## src/rtl/reg_datos_ctrl.sv

```systemverilog
// reg_datos_ctrl: arbitrates the two Reg_datos byte-write paths, counts bytes
// and presents a complete word until the consumer acknowledges it.
//
// Ports:
//   clk, rst        clock and synchronous active-high reset
//   clear           synchronous abort of the partial/complete word
//   req_int/ext     byte-write requests (internal -> WR1D, external -> WR2D)
//   gnt_int/ext     one-cycle grant pulses
//   wr1d/wr2d       Reg_datos write strobes (copies of the grants)
//   byte_cnt        bytes granted in the current word
//   word_valid      complete word held in Reg_datos
//   word_ack        consumer has taken the word
//   busy            controller is not idle
module reg_datos_ctrl #(
    parameter int unsigned BYTES_PER_WORD = 4,
    localparam int unsigned CNT_W = $clog2(BYTES_PER_WORD + 1)
) (
    input  logic             clk,
    input  logic             rst,
    input  logic             clear,
    input  logic             req_int,
    input  logic             req_ext,
    output logic             gnt_int,
    output logic             gnt_ext,
    output logic             wr1d,
    output logic             wr2d,
    output logic [CNT_W-1:0] byte_cnt,
    output logic             word_valid,
    input  logic             word_ack,
    output logic             busy
);

    typedef enum logic [1:0] {
        IDLE = 2'd0,
        FILL = 2'd1,
        HOLD = 2'd2
    } state_e;

    localparam logic [CNT_W-1:0] FULL = CNT_W'(BYTES_PER_WORD);

    state_e           state_q, state_d;
    logic [CNT_W-1:0] cnt_q, cnt_d;
    logic             wv_q, wv_d;
    logic             gi_q, gi_d;
    logic             ge_q, ge_d;
    logic             busy_q, busy_d;
    // 1: external source won the last tie, so internal wins the next one
    logic             last_ext_q, last_ext_d;

    logic             elig;
    logic             ri;
    logic             re;

    // A source is blind to its own request during its grant cycle, so one
    // request produces exactly one grant.
    assign ri   = req_int & ~gi_q;
    assign re   = req_ext & ~ge_q;
    assign elig = (state_q != HOLD) && (cnt_q < FULL);

    always_comb begin
        state_d    = state_q;
        cnt_d      = cnt_q;
        wv_d       = wv_q;
        gi_d       = 1'b0;
        ge_d       = 1'b0;
        last_ext_d = last_ext_q;

        case (state_q)
            IDLE, FILL: begin
                if (elig && (ri || re)) begin
                    if (ri && re) begin
                        gi_d       = last_ext_q;
                        ge_d       = ~last_ext_q;
                        last_ext_d = ~last_ext_q;
                    end else begin
                        gi_d = ri;
                        ge_d = re;
                    end
                    cnt_d   = cnt_q + CNT_W'(1);
                    state_d = FILL;
                end else if (state_q == FILL && cnt_q == FULL) begin
                    // final strobe cycle has passed; word now in Reg_datos
                    state_d = HOLD;
                    wv_d    = 1'b1;
                end
            end
            HOLD: begin
                if (word_ack) begin
                    state_d = IDLE;
                    cnt_d   = '0;
                    wv_d    = 1'b0;
                end
            end
            default: begin
                state_d = IDLE;
                cnt_d   = '0;
                wv_d    = 1'b0;
            end
        endcase

        if (clear) begin
            state_d = IDLE;
            cnt_d   = '0;
            wv_d    = 1'b0;
            gi_d    = 1'b0;
            ge_d    = 1'b0;
        end

        busy_d = (state_d != IDLE);
    end

    always_ff @(posedge clk) begin
        if (rst) begin
            state_q    <= IDLE;
            cnt_q      <= '0;
            wv_q       <= 1'b0;
            gi_q       <= 1'b0;
            ge_q       <= 1'b0;
            busy_q     <= 1'b0;
            last_ext_q <= 1'b1;
        end else begin
            state_q    <= state_d;
            cnt_q      <= cnt_d;
            wv_q       <= wv_d;
            gi_q       <= gi_d;
            ge_q       <= ge_d;
            busy_q     <= busy_d;
            last_ext_q <= last_ext_d;
        end
    end

    assign gnt_int    = gi_q;
    assign gnt_ext    = ge_q;
    assign wr1d       = gi_q;
    assign wr2d       = ge_q;
    assign byte_cnt   = cnt_q;
    assign word_valid = wv_q;
    assign busy       = busy_q;

endmodule

```

## config.mk

```make
export PLATFORM = sky130hd
export DESIGN_NAME = reg_datos_ctrl
export DESIGN_NICKNAME = d
export VERILOG_FILES = /design/src/rtl/reg_datos_ctrl.sv
export SDC_FILE = /design/constraint.sdc
export NUM_CORES = 1
export LEC_CHECK = 0
export CAP_MARGIN = 10
export CELL_PAD_IN_SITES_DETAIL_PLACEMENT = 0
export CELL_PAD_IN_SITES_GLOBAL_PLACEMENT = 1
export CORE_ASPECT_RATIO = 1.2
export CORE_MARGIN = 1
export CORE_UTILIZATION = 32
export DETAILED_ROUTE_END_ITERATION = 10
export PLACE_DENSITY_LB_ADDON = 0.1
export SLEW_MARGIN = 20
export SYNTH_ARGS = -nofsm -noshare
export SYNTH_HDL_FRONTEND = slang
export SYNTH_SLANG_ARGS = --single-unit
```

## constraint.sdc

```tcl
create_clock -name clk -period 1.4 [get_ports clk]
set_clock_uncertainty 0.05 [all_clocks]
set_input_delay 0.21 -clock clk [delete_from_list [all_inputs] [get_ports clk]]
set_output_delay 0.21 -clock clk [all_outputs]
set_load 0.02 [all_outputs]
```

==> metrics <==
I/O pin count=15; r2r setup slk=~240 ps; initial antenna violation count=0; Area growth syn-to-layout=36.3%; number of global-route vias before repair=~350; clock latency on the worst-skew pair=about 260 ps; cells along the critical path=dlygate4sd2_1; placed cells=85; Crit. Startpoint=byte_cnt[1]; status=finished, final reports clean; PortBufs=14; Die Ht=~45 um; post-synth top area share=between 30% and 40%; Fin. Hold Viols=0; Pre-antenna DRT Iters=4; Total Routing Usage GR=between 10% and 20%; Reg-to-Reg End=byte_cnt[1]; Final Non-Filler Cells=89; post-DP HPWL=720 um; cells taking the most area after synthesis=dfxtp_1, a21oi_1, a2111oi_4; CP top delay family=flip-flops; fin crit share=89.9%; Slew @ Worst Pin=327 ps; final instance area=just under 700 sq um; Worst Path Class, Setup=flip-flop to output pin; Post-Syn Instances=between 50 and 60; crit-path max cell delay=approximately 380 ps; async set or reset register ratio after synthesis=0%; maximum VDD drop=around 0.5 mV; Critical Path Slowest Stage Cell=dfxtp_1; global-route wire length before repair=~1.4 mm; total number of yosys warnings=0; flip-flop and latch count after synthesis=10; Detailed Route Iter0 Violations=9; Post-DP Area=roughly 660 sq um; crit path capture=byte_cnt[1]; Final Setup Violations=0; CTS Buf Count=3; slew margin rel.=around 80%; Vias/cell=~4.7; P_leak=between 0.2 and 0.3 nW; CTS Buffer Depth=2; pwr dens=967 nW/um^2; share of cells above drive strength 1=18.1%; gr ovfl total=0; via count=421; Die ar.=about 1700 sq um; Worst R2R Start=gnt_ext; final setup TNS=0 ps; Synth area leader=dfxtp_1; Worst EP required=roughly 1100 ps; Yosys cell types=24; Commonest cells post-synth=dfxtp_1, nand2_1, a21oi_1; Mapped Area=between 500 and 600 sq um; total number of H-tree levels=1; RSZ-0062 raised after global routing=no; Top FF cell, synth=dfxtp_1; root buffer cell=clkbuf_4; max-cap violations=0; WL/cell=around 10 um; WP buf/inv=1; gp weighted congestion=about 0.73; syn_nets=a little over 60; remaining antenna violation count=0; fin. max-slew vios=0; largest net degree at the start of global routing=7; Core Util, Final=between 40% and 50%; min cycle time layout=1260 ps; Hold Path Class=flip-flop to flip-flop; CP Capture Type=output pin; CTS Hold Bufs=0; WL final=~920 um; CTS tree=built; # clock sinks=10; post-synthesis sequential area ratio=~40%; row count=15; CTS resizes=9; Fmax=between 700 and 800 MHz; Die X=~38 um; r2r worst-path depth=3; Post-synth EDFFs=0; Worst Path Arrival=1000 ps; most numerous cell in the Yosys netlist=dfxtp_1; fillers=~150; clk slew on worst S/H paths=70 ps; Post-Syn Area per Cell=9.31 sq um; CP Max Fanout=4; Core Region=~1400 sq um; Critical Path Stages=1; Nets=81; DRC=0; Startpoint Class=flip-flop; Initial Utilization=roughly a third; Antenna diodes=0; Setup Fix Bufs, Post-CTS=0; Overall Power=0.663 mW
[per-stage QoR]
step	setup WS [ps]	hold WS [ps]
floorplan	189	246
global placement	-27.8	398
detailed placement	-33.7	405
CTS	126	413
global route	95.6	427
finish	141	406
[layout by cell type (no fill, tap or decap), types with 3 or more instances in the layout]
cell type        netlist  routed
a21oi_1                6       6
buf_4                  2       3
clkbuf_4               0       3
clkdlybuf4s50_1        0       5
dfxtp_1               10      10
dlygate4sd2_1          0       9
inv_1                  3       3
nand2_1                7       7
nand3_1                3       3
[kinds of logic after synthesis]
kind of cell,after synthesis,synth area share (%)
simple gates,21,22.9
compound gates,13,20.9
flops,10,39.8
buf+inv,6,7.46
mux,2,3.98
fa+ha+maj,2,4.97
[sequential cells by signal (all words and copies together) (netlist names)]
name / cells
gnt_ext: 1
state_q: 2
word_valid: 1
gnt_int: 1
byte_cnt: 3
last_ext_q: 1
busy: 1
[power by group]
group          switching (mW)  internal, mW  total [mW]
combinational          0.0507        0.0491      0.0998
clock                   0.102         0.158       0.260
sequential            0.00788         0.295       0.303
[worst min-delay path by stage]
stage | from | cells past startpoint | end | slack (ps)
finish | word_valid | 2 | word_valid | 410
global route | word_valid | 2 | word_valid | 430
CTS | word_valid | 2 | word_valid | 410
detailed placement | word_valid | 2 | word_valid | 400
global placement | word_valid | 2 | word_valid | 400
floorplan | rst | 1 | last_ext_q | 250
[metal layers]
metal | GRT usage, % | share of wire, % | vias up
met3 | 4.41 | 6.9 | 2
met2 | 19.0 | 47 | 17
met4 | 8.57 | 1.3 | 0
met1 | 12.8 | 45 | 185
li1 | - | - | 217
met5 | 0 | 0 | -
[layout make-up]
type,count,area [sq um],share of cell area [%]
sequential,10,200,29.2
clock buffer,4,36.3,5.29
multi-input combinational,38,265,38.7
tap,17,21.3,3.10
timing repair buffer,17,151,22.1
inverter,3,11.3,1.64
Note: power is estimated with default switching activity, not from simulation.
